### src/rtl/mem_access_pkg.sv
// rtl/mem_access_pkg.sv - funct3 codes, FSM states and lane constants for the data-memory access unit
package mem_access_pkg;

  localparam logic [2:0] F3_B  = 3'b000;
  localparam logic [2:0] F3_H  = 3'b001;
  localparam logic [2:0] F3_W  = 3'b010;
  localparam logic [2:0] F3_BU = 3'b100;
  localparam logic [2:0] F3_HU = 3'b101;

  localparam logic [1:0] LANE0 = 2'b00;
  localparam logic [1:0] LANE1 = 2'b01;
  localparam logic [1:0] LANE2 = 2'b10;
  localparam logic [1:0] LANE3 = 2'b11;

  typedef enum logic [1:0] {
    S_IDLE = 2'd0,
    S_RD   = 2'd1,
    S_WR   = 2'd2,
    S_RESP = 2'd3
  } state_e;

  // Loads accept B/H/W/BU/HU; stores only B/H/W.
  function automatic logic f3_legal(input logic is_store, input logic [2:0] f3);
    logic ok;
    ok = 1'b0;
    case (f3)
      F3_B, F3_H, F3_W: ok = 1'b1;
      F3_BU, F3_HU:     ok = !is_store;
      default:          ok = 1'b0;
    endcase
    return ok;
  endfunction

  // Halfword accesses ignore addr[0], word accesses ignore addr[1:0].
  function automatic logic [31:0] force_align(input logic [31:0] addr, input logic [2:0] f3);
    logic [31:0] a;
    a = addr;
    case (f3)
      F3_H, F3_HU: a = {addr[31:1], 1'b0};
      F3_W:        a = {addr[31:2], 2'b00};
      default:     a = addr;
    endcase
    return a;
  endfunction

endpackage

### src/rtl/mem_lane_align.sv
// rtl/mem_lane_align.sv - combinational load extract/extend and sub-word store merge
module mem_lane_align
  import mem_access_pkg::*;
(
  input  logic [31:0] word_i,
  input  logic [1:0]  lane_i,
  input  logic [2:0]  funct3_i,
  input  logic [31:0] store_data_i,
  output logic [31:0] load_data_o,
  output logic [31:0] merged_word_o
);

  function automatic logic [31:0] load_extract(input logic [31:0] word,
                                               input logic [1:0]  lane,
                                               input logic [2:0]  f3);
    logic [7:0]  b;
    logic [15:0] h;
    logic [31:0] r;
    case (lane)
      LANE0:   b = word[7:0];
      LANE1:   b = word[15:8];
      LANE2:   b = word[23:16];
      default: b = word[31:24];
    endcase
    h = lane[1] ? word[31:16] : word[15:0];
    case (f3)
      F3_B:    r = {{24{b[7]}}, b};
      F3_BU:   r = {24'h0, b};
      F3_H:    r = {{16{h[15]}}, h};
      F3_HU:   r = {16'h0, h};
      default: r = word;
    endcase
    return r;
  endfunction

  function automatic logic [31:0] store_merge(input logic [31:0] old_word,
                                              input logic [31:0] data,
                                              input logic [1:0]  lane,
                                              input logic [2:0]  f3);
    logic [31:0] m;
    m = old_word;
    case (f3)
      F3_B: begin
        case (lane)
          LANE0:   m[7:0]   = data[7:0];
          LANE1:   m[15:8]  = data[7:0];
          LANE2:   m[23:16] = data[7:0];
          default: m[31:24] = data[7:0];
        endcase
      end
      F3_H: begin
        if (lane[1]) m[31:16] = data[15:0];
        else         m[15:0]  = data[15:0];
      end
      default: m = data;
    endcase
    return m;
  endfunction

  // Both results are pure functions of the current word and access descriptor.
  always_comb begin
    load_data_o   = load_extract(word_i, lane_i, funct3_i);
    merged_word_o = store_merge(word_i, store_data_i, lane_i, funct3_i);
  end

endmodule

### src/rtl/mem_access_unit.sv
// rtl/mem_access_unit.sv - MEM-stage data-memory initiator; MISALIGN_TRAP_EN selects trap vs force-align
module mem_access_unit
  import mem_access_pkg::*;
#(
  parameter int ACK_TIMEOUT = 15,
  parameter int CNT_W       = 8
) (
  input  logic        clk,
  input  logic        rst,
  input  logic        i_req_valid,
  output logic        o_req_ready,
  input  logic        i_is_store,
  input  logic [2:0]  i_funct3,
  input  logic [31:0] i_addr,
  input  logic [31:0] i_store_data,
  output logic        o_resp_valid,
  output logic [31:0] o_load_data,
  output logic        o_err,
  output logic        o_misaligned,
  output logic        o_stb,
  output logic        o_wr_en,
  output logic [31:0] o_addr,
  output logic [31:0] o_write_data,
  input  logic        i_rd_ack,
  input  logic [31:0] i_read_data
);

  state_e            state_q, state_d;
  logic [CNT_W-1:0]  cnt_q, cnt_d;
  logic [31:0]       addr_q, addr_d;
  logic [2:0]        f3_q, f3_d;
  logic              store_q, store_d;
  logic [31:0]       sdata_q, sdata_d;
  logic [31:0]       wdata_q, wdata_d;
  logic [31:0]       load_q, load_d;
  logic              err_q, err_d;
  logic              mis_q, mis_d;

  logic [31:0]       ext_load;
  logic [31:0]       merged_word;
  logic [CNT_W-1:0]  cnt_inc;
  logic              mis_c;

  assign cnt_inc = cnt_q + CNT_W'(1);

  // The read word is used directly on the ack cycle, so no separate capture register is needed.
  mem_lane_align u_align (
    .word_i        (i_read_data),
    .lane_i        (addr_q[1:0]),
    .funct3_i      (f3_q),
    .store_data_i  (sdata_q),
    .load_data_o   (ext_load),
    .merged_word_o (merged_word)
  );

  // Misalignment: either trapped, or the offending low address bits are simply dropped.
  always_comb begin
`ifdef MISALIGN_TRAP_EN
    mis_c = 1'b0;
    case (i_funct3)
      F3_H, F3_HU: mis_c = i_addr[0];
      F3_W:        mis_c = (i_addr[1:0] != 2'b00);
      default:     mis_c = 1'b0;
    endcase
`else
    mis_c = 1'b0;
`endif
  end

  // State and datapath registers; reset abandons any in-flight access.
  always_ff @(posedge clk or posedge rst) begin
    if (rst) begin
      state_q <= S_IDLE;
      cnt_q   <= '0;
      addr_q  <= '0;
      f3_q    <= '0;
      store_q <= 1'b0;
      sdata_q <= '0;
      wdata_q <= '0;
      load_q  <= '0;
      err_q   <= 1'b0;
      mis_q   <= 1'b0;
    end else begin
      state_q <= state_d;
      cnt_q   <= cnt_d;
      addr_q  <= addr_d;
      f3_q    <= f3_d;
      store_q <= store_d;
      sdata_q <= sdata_d;
      wdata_q <= wdata_d;
      load_q  <= load_d;
      err_q   <= err_d;
      mis_q   <= mis_d;
    end
  end

  // Next-state: request decode, ack/timeout handling, read-modify-write sequencing.
  always_comb begin
    state_d = state_q;
    cnt_d   = cnt_q;
    addr_d  = addr_q;
    f3_d    = f3_q;
    store_d = store_q;
    sdata_d = sdata_q;
    wdata_d = wdata_q;
    load_d  = load_q;
    err_d   = err_q;
    mis_d   = mis_q;

    case (state_q)
      S_IDLE: begin
        if (i_req_valid) begin
          f3_d    = i_funct3;
          store_d = i_is_store;
          sdata_d = i_store_data;
          cnt_d   = '0;
          load_d  = '0;
          err_d   = 1'b0;
          mis_d   = 1'b0;
`ifdef MISALIGN_TRAP_EN
          addr_d  = i_addr;
`else
          addr_d  = force_align(i_addr, i_funct3);
`endif
          if (!f3_legal(i_is_store, i_funct3)) begin
            err_d   = 1'b1;
            state_d = S_RESP;
          end else if (mis_c) begin
            mis_d   = 1'b1;
            state_d = S_RESP;
          end else if (i_is_store && (i_funct3 == F3_W)) begin
            wdata_d = i_store_data;
            state_d = S_WR;
          end else begin
            state_d = S_RD;
          end
        end
      end
      S_RD: begin
        cnt_d = cnt_inc;
        if (i_rd_ack) begin
          if (store_q) begin
            wdata_d = merged_word;
            state_d = S_WR;
          end else begin
            load_d  = ext_load;
            state_d = S_RESP;
          end
        end else if (cnt_inc == CNT_W'(ACK_TIMEOUT)) begin
          err_d   = 1'b1;
          state_d = S_RESP;
        end
      end
      S_WR:    state_d = S_RESP;
      default: state_d = S_IDLE;
    endcase
  end

  // Outputs decode from state; response fields are forced to zero outside RESP.
  always_comb begin
    o_req_ready  = (state_q == S_IDLE) && !rst;
    o_stb        = (state_q == S_RD);
    o_wr_en      = (state_q == S_WR);
    o_addr       = (o_stb || o_wr_en) ? {addr_q[31:2], 2'b00} : 32'h0;
    o_write_data = o_wr_en ? wdata_q : 32'h0;
    o_resp_valid = (state_q == S_RESP);
    o_load_data  = o_resp_valid ? load_q : 32'h0;
    o_err        = o_resp_valid && err_q;
    o_misaligned = o_resp_valid && mis_q;
  end

endmodule
### config.mk
export PLATFORM = sky130hd
export DESIGN_NAME = mem_access_unit
export DESIGN_NICKNAME = d
export VERILOG_FILES = /design/src/rtl/mem_access_pkg.sv /design/src/rtl/mem_lane_align.sv /design/src/rtl/mem_access_unit.sv
export SDC_FILE = /design/constraint.sdc
export NUM_CORES = 1
export LEC_CHECK = 0
export CAP_MARGIN = 5
export CORE_UTILIZATION = 40
export CTS_CLUSTER_SIZE = 8
export DETAILED_ROUTE_END_ITERATION = 6
export PLACE_DENSITY = 0.76
export SYNTH_ARGS = -nofsm -noshare
export SYNTH_HDL_FRONTEND = slang
export SYNTH_SLANG_ARGS = --single-unit
### constraint.sdc
create_clock -name clk -period 13.6 [get_ports clk]
set_input_delay 2.72 -clock clk [delete_from_list [all_inputs] [get_ports clk]]
set_output_delay 2.72 -clock clk [all_outputs]
set_load 0.02 [all_outputs]
After elaboration in Yosys (flattened, before gate mapping)
Index checks and enable logic that the tools add are counted.
Word-level totals
  flip-flop bits (word level): 143
  input port bits: 104
  output and inout bits: 102
  logic and storage cells: 94
Operators by class
  add/sub/neg operators: 1
  equality and inequality tests: 22
  muxes and demuxes: 41
  reduce and logical (&&, ||, !) cells: 21
Operators by type and width (count)
  32-bit 2-to-1 mux: 11
  32-bit case mux with 2 select lines: 3
  32-bit case mux with 4 select lines: 1
  16-bit 2-to-1 mux: 3
  8-bit 2-to-1 mux: 5
  8-bit case mux with 3 select lines: 1
  8-bit case mux with 2 select lines: 1
  3-bit == test (second input constant): 4
  2-bit 2-to-1 mux: 5
  2-bit != test (second input constant): 5
  8-bit by 1-bit adder with 8-bit output (second input constant): 1
  8-bit by 4-bit == test with 1-bit output (second input constant): 1
  4-bit AND reduction: 2
  1-bit 2-to-1 mux: 7
  2-bit == test (second input constant): 3
  3-bit by 1-bit == test with 1-bit output (second input constant): 2
  3-bit logical NOT: 2
  2-bit by 1-bit != test with 1-bit output (second input constant): 3
  2-bit case mux with 3 select lines: 1
  2-bit AND reduction: 3
  6-bit AND reduction: 1
  3-bit OR reduction: 2
  2-bit by 1-bit == test with 1-bit output (second input constant): 2
  2-bit logical NOT: 2
  other kinds (9): 14

Longest topological paths before layout
Gate-level depths: netlist (run 1).
  depth after elaboration: 8
  depth in mapped cells: 10
  depth with buffers taken out: 7

Hierarchy
From an unflattened synthesis (run 1), not the netlist that was laid out.
Unflattened totals
  cell total of the unflattened synthesis: 809
  area total of the unflattened synthesis: 8456.9 um^2
By module, submodules not included
  mem_access_unit: instances 1, cells each 567, area an instance 6824.0 um^2, seq. area each 3578.4 um^2
  mem_lane_align: instances 1, cells each 242, area an instance 1632.8 um^2, seq. area each 0.0 um^2

Worst setup path after synthesis (run 1)
Ideal clock, no wire load.
  kind: input port to output port
  start: input rst
  end: output o_req_ready
  data arrival time: 3.024 ns
  required time: 10.880 ns
  setup slack: 7.856 ns
  stages: 1
  buffers on the path: 0
  path through: nor2b_1
On the way
  cells in the longest elaborated chain, start to end: 2
Ends and longest elaborated chain
  from (decl): RTL line mem_access_unit.sv:9  | input logic rst,
  1-bit logical NOT: RTL line mem_access_unit.sv:161  | o_req_ready = (state_q == S_IDLE) && !rst;
  1-bit logical AND: RTL line mem_access_unit.sv:161
  to (decl): RTL line mem_access_unit.sv:11  | output logic o_req_ready,
No other way between the ends.

Worst setup path in the final report (run 1)
Same ends and word-level chain as after synthesis.

==> metrics.txt, run 1 <==
vias 6837; Cells after Synth 791; syn_area_per_cell around 10 sq um; Seq/Total Area, Yosys 0.4534; Worst Hold Path Cells 1; share of cells above drive strength 1 0.1308; outcome finished clean; CTS Sinks about 140; critical path buffer and inverter count 2; Hold Path Sink wdata_q[4]; Hold/Removal Path Class reg -> reg; H-tree depth 4; Slew headroom 0.2366; global-route wire length before repair 36400 um; core area 19400 sq um; Ports 206; Final ANT Viol Nets 0; Fin Setup TNS 0 ns; path depth of the worst reg2reg path 9; Initial DRT Pass Iterations 5; Min-Delay Startpoint wdata_q[4]; Max Freq approximately 150 MHz; most numerous cell on the critical path clkdlybuf4s50_1; Port Buffers 202; MaxCap Viol Count 0; # rows 51; CP required approximately 11 ns; Mapped Area 7893 sq um; Synth area leader dfrtp_1; vias in the first global route roughly 6600; post-CTS setup buffers 0; worst-margin pin slew between 1 and 1.5 ns; PnR worst setup slack 6.918 ns; crit path capture type output port; slowest cell on the critical path clkdlybuf4s50_1; period utilization 0.4913; cell at the root of the clock tree clkbuf_16; async set or reset register ratio after synthesis 1.000; GRT Overall Usage 0.2363; Die ar. 20300 sq um; critical path cell sequence clkdlybuf4s50_1 -> nor2b_1 -> clkdlybuf4s50_1; vias per cell 5.527; Data arrival, critical path 3.96 ns; area share of the largest cell type after synthesis 0.4534; Post-synth EDFFs 0; min Tclk post-route 6.682 ns; Setup-failing EPs final 0; Worst Skew 0.008802 ns; reg-to-reg critical path endpoint wdata_q[7]; Reg clk slew, reported paths 0.06 ns; CTS Hold Bufs 0; family with the most delay on the worst path buffers and inverters; CP Max Fanout 2; Pwr per Cell Area 246.2 nW/um^2; CP Launch Type input pin; Routed Wire Length 23200 um; cts bufs inserted 17; reg2reg start state_q[1]; Chip Height 142.5 um; Overflow after GRT 0; initial DRC count 542; Reg2Reg Setup Slack between 10 and 15 ns; Synth Register Bits 143; Worst path max stage delay 0.62 ns; clock latency on the worst-skew pair 0.43 ns; CTS tree yes; Post-CTS Resized 0; nets about 1100; Ys Warns 0; Die W approximately 140 um; initial antenna violation count 2; Pleak 4.354 nW; CTS max path bufs 2; total power 2.611 mW; pin count of the biggest net entering global routing 89; endpoints failing hold 0; ys flop type dfrtp_1; area grow syn2layout 34.37%; Synth area leaders dfrtp_1 (45%), mux2_2 (9.6%), and2_1 (8.1%); Setup CP Type in -> out; RSZ-0062 raised after global routing false; final RePlAce weighted congestion 0.8611; HPWL after detailed placement around 17000 um; Unique masters post-synth 57; Pins Over Slew Limit 0; residual DRC count 0; Avg WL per Cell about 19 um; maximum vdd drop 0.1317 mV; Initial Util 0.4069; Setup WS pre-CTS a little under 7 ns
[cells by family after synthesis]
| group | Yosys count | synth area share |
|---|---|---|
| multiplexers | 79 | 0.1124 |
| adder cells (fa/ha/maj) | 6 | 0.009511 |
| buffers and inverters | 75 | 0.03947 |
| AO/OA/AOI/OAI | 219 | 0.1996 |
| other | 1 | 0.0004751 |
| AND/OR/NAND/NOR | 268 | 0.1852 |
| flip-flops | 143 | 0.4534 |
[registers in the layout, summed over array words and instances (netlist names)]
signal,flops
addr_q,32
cnt_q,8
err_q,1
f3_q,3
load_q,32
sdata_q,32
state_q,2
store_q,1
wdata_q,32
[cells in the final DEF, fill, tap and decap left out, drive strengths merged, types with 6 or more instances in the layout]
cell type	netlist	final
nor2b	10	10
a22o	17	17
nand2b	35	35
o31ai	8	8
buf	15	8
clkbuf	49	20
a211oi	18	18
dfrtp	143	143
ha	6	6
a21o	10	10
nand3	20	20
mux2	67	67
a32o	15	15
inv	11	14
mux2i	11	11
o21ai	50	50
o221ai	10	10
and2	102	102
a21oi	47	47
a311o	8	8
a31oi	7	7
clkdlybuf4s50	0	202
nand2	39	39
a221o	6	6
nor2	45	45
[layout make-up]
class / count / area (sq um)
fill: 1787 / 8793
multi-input combinational: 575 / 4013
sequential: 143 / 3578
timing repair buffer: 210 / 2082
clock buffer: 20 / 466.7
tap: 265 / 331.6
clock inverter: 12 / 85.08
inverter: 11 / 46.29
antenna: 1 / 2.502
[worst max path at each step]
stage | cells past startpoint | slack (ns) | endpoint | from
2_1_floorplan | 1 | 7.04 | addr_q[0] | rst
3_3_place_gp | 3 | 6.92 | o_req_ready | rst
3_5_place_dp | 3 | 6.91 | o_req_ready | rst
4_1_cts | 3 | 6.92 | o_req_ready | rst
5_1_grt | 3 | 6.87 | o_req_ready | rst
6_report | 3 | 6.92 | o_req_ready | rst
[metal layers]
metal | vias up | global-route usage | part of all wire
li1 | 3176 | - | -
met1 | 3276 | 0.3190 | 0.43
met2 | 326 | 0.3504 | 0.45
met3 | 57 | 0.07167 | 0.091
met4 | 2 | 0.1002 | 0.031
met5 | - | 0 | 0.00065
[power breakdown]
| part | leakage, nW | internal, mW | switching, mW | total, mW |
|---|---|---|---|---|
| sequential | 1.77 | 0.637 | 0.169 | 0.807 |
| combinational | 2.32 | 0.623 | 0.743 | 1.37 |
| clock | 0.265 | 0.248 | 0.191 | 0.439 |
| total | 4.35 | 1.51 | 1.10 | 2.61 |
[per-stage QoR]
| stage | util | area [sq um] | std cells | hold slack (ns) |
|---|---|---|---|---|
| after CTS | 0.5466 | 10600 | 1236 | 0.4718 |
| after detailed placement | 0.5181 | 10050 | 1204 | 0.4576 |
| after global placement | 0.5181 | 10050 | 1204 | 0.4547 |
| after floorplan | - | 7900 | 793 | 0.4413 |
| final | 0.5467 | 10610 | 1237 | 0.4701 |
| after global routing | 0.5466 | 10600 | 1236 | 0.4919 |
[Yosys cell counts, drive strengths merged (17+ instances only)]
| library cell | count |
|---|---|
| dfrtp | 143 |
| and2 | 102 |
| mux2 | 67 |
| o21ai | 50 |
| clkbuf | 49 |
| a21oi | 47 |
| nor2 | 45 |
| nand2 | 39 |
| nand2b | 35 |
| nand3 | 20 |
| a211oi | 18 |
| a22o | 17 |
[worst register-to-register path, delay by kind of cell, from the launching register on]
kind / cells / cell delay, ns
buffers and inverters: 4 / 1.34
AO/OA/AOI/OAI: 4 / 0.91
flip-flops: 1 / 0.40
adder cells (fa/ha/maj): 1 / 0.17
No activity file was read; power rests on OpenSTA's default activity.
==> run 2: changes to the inputs <==
PLACE_DENSITY = 0.78   (was 0.76)
clock period = 5.6 ns   (was 13.6 ns; I/O delays follow)
==> metrics.txt, run 2 (same netlist as run 1, synthesis figures left out) <==
Initial DRT Pass Iterations 5; Reg power frac 0.302; Setup CP Type reg -> out; fill cell count between 1500 and 2000; period utilization 0.6659; clock group share of total power 0.180; Ports 206; Reg clk slew, reported paths 0.06 ns; Worst Skew slightly above 0.009 ns; Pleak 4.382 nW; Initial Util 0.4069; crit path capture type output port; Gate power share 0.518; CTS max path bufs 2; HPWL after detailed placement 16310 um; post-CTS setup buffers 0; Final ANT Viol Nets 0; min Tclk post-route around 3.7 ns; CP Max Fanout 34; most frequent cells in the layout clkdlybuf4s50_1 (202), dfrtp_1 (143), and2_1 (102), mux2_2 (67); Chip Height around 140 um; clock latency on the worst-skew pair 0.42 ns; nets 1069; CTS tree yes; MaxCap Viol Count 0; Setup-failing EPs final 0; cell at the root of the clock tree clkbuf_16; vias in the first global route 6570; core area approximately 19000 sq um; cts bufs inserted 17; residual DRC count 0; Switch Pwr ~2.7 mW; internal power around 3.8 mW; outcome finished clean; initial antenna violation count 1; vias 6833; Max Freq approximately 270 MHz; post-layout util 0.5499; maximum vdd drop 0.3221 mV; H-tree depth 4; pin count of the biggest net entering global routing 56; share of cells above drive strength 1 0.1308; RSZ-0062 raised after global routing false; global-route wire length before repair 35760 um; Die W 142.5 um; final RePlAce weighted congestion 0.8907; vias per cell 5.524; worst hold margin between 0.4 and 0.5 ns; area grow syn2layout 35.15%; worst-margin pin slew 1.134 ns; total power 6.431 mW; Post-CTS Resized 0; GRT Overall Usage 0.2303; Port Buffers 202; CTS Sinks 143; Fin Setup TNS 0 ns; Slew headroom 0.2411; Routed Wire Length 22760 um; CP Launch Type register; Avg WL per Cell 18.40 um; Die ar. 20300 sq um; endpoints failing hold 0; switching part of the total 0.4130; initial DRC count roughly 660; Pwr per Cell Area 602.9 nW/um^2; CP required ~4.5 ns; CTS Hold Bufs 0; Pins Over Slew Limit 0; # rows 51; Data arrival, critical path 2.61 ns; Overflow after GRT 0; Hold/Removal Path Class reg -> reg; commonest non-fill, non-tap cell in the layout clkdlybuf4s50_1
## run 2: changes by cell type in the layout (fill, tap and decap cells not counted), sizes merged
cell / change
bufinv: +3
inv: -3
buf: +1
clkbuf: -2
clkinv: +2
clkinvlp: -1
## run 2: power groups by stage
| stage | clock (mW) | sequential [mW] | combinational [mW] |
|---|---|---|---|
| global route | 1.22 | 2.00 | 3.62 |
| global placement | 0 | 1.93 | 3.27 |
| detailed placement | 0 | 1.95 | 3.32 |
| floorplan | 0 | 1.76 | 2.35 |
| CTS | 1.18 | 1.93 | 3.34 |
| finish | 1.16 | 1.94 | 3.33 |
## run 2: critical path, stage by stage, from the launching register on
cell             delay, ns
dfrtp_1               0.41
inv_1                 0.11
ha_1                  0.79
and2_1                0.26
clkdlybuf4s50_1       0.61
## run 2: per-layer routing
layer,up-vias,global-route usage,wire [um]
met5,-,0,0
met4,0,0.07753,432
li1,3177,-,-
met1,3280,0.3141,9825
met3,38,0.05888,2130
met2,338,0.3550,10370
## run 2: final timing paths
path | cells after the start | start | endpoint | slack [ns]
setup / recovery | 4 | state_q[0] | o_write_data[27] | 1.87
hold / removal | 1 | wdata_q[6] | wdata_q[6] | 0.48
setup reg to reg | 9 | state_q[1] | wdata_q[5] | 2.60
hold reg to reg | 1 | wdata_q[6] | wdata_q[6] | 0.48
max in group asynchronous | 3 | rst | wdata_q[11] | 3.46
min in group asynchronous | 2 | rst | addr_q[7] | 1.11
## run 2: final cells by class
cell class,count,area [sq um],area share
repair buffers,211,2090,0.1959
clock inverters,13,166.4,0.01560
multi-input cells,575,4013,0.3762
diodes,1,2.502,0.0002346
clock buffers,18,439.2,0.04117
well taps,265,331.6,0.03108
flip-flops and latches,143,3578,0.3355
inverters,11,46.29,0.004340
## run 2: metrics by stage
stage	setup WS (ns)	area [sq um]	instances
floorplan	0.6421	7900	793
global placement	2.126	10060	1205
detailed placement	2.104	10060	1205
CTS	1.798	10660	1236
global route	1.637	10660	1236
finish	1.871	10670	1237
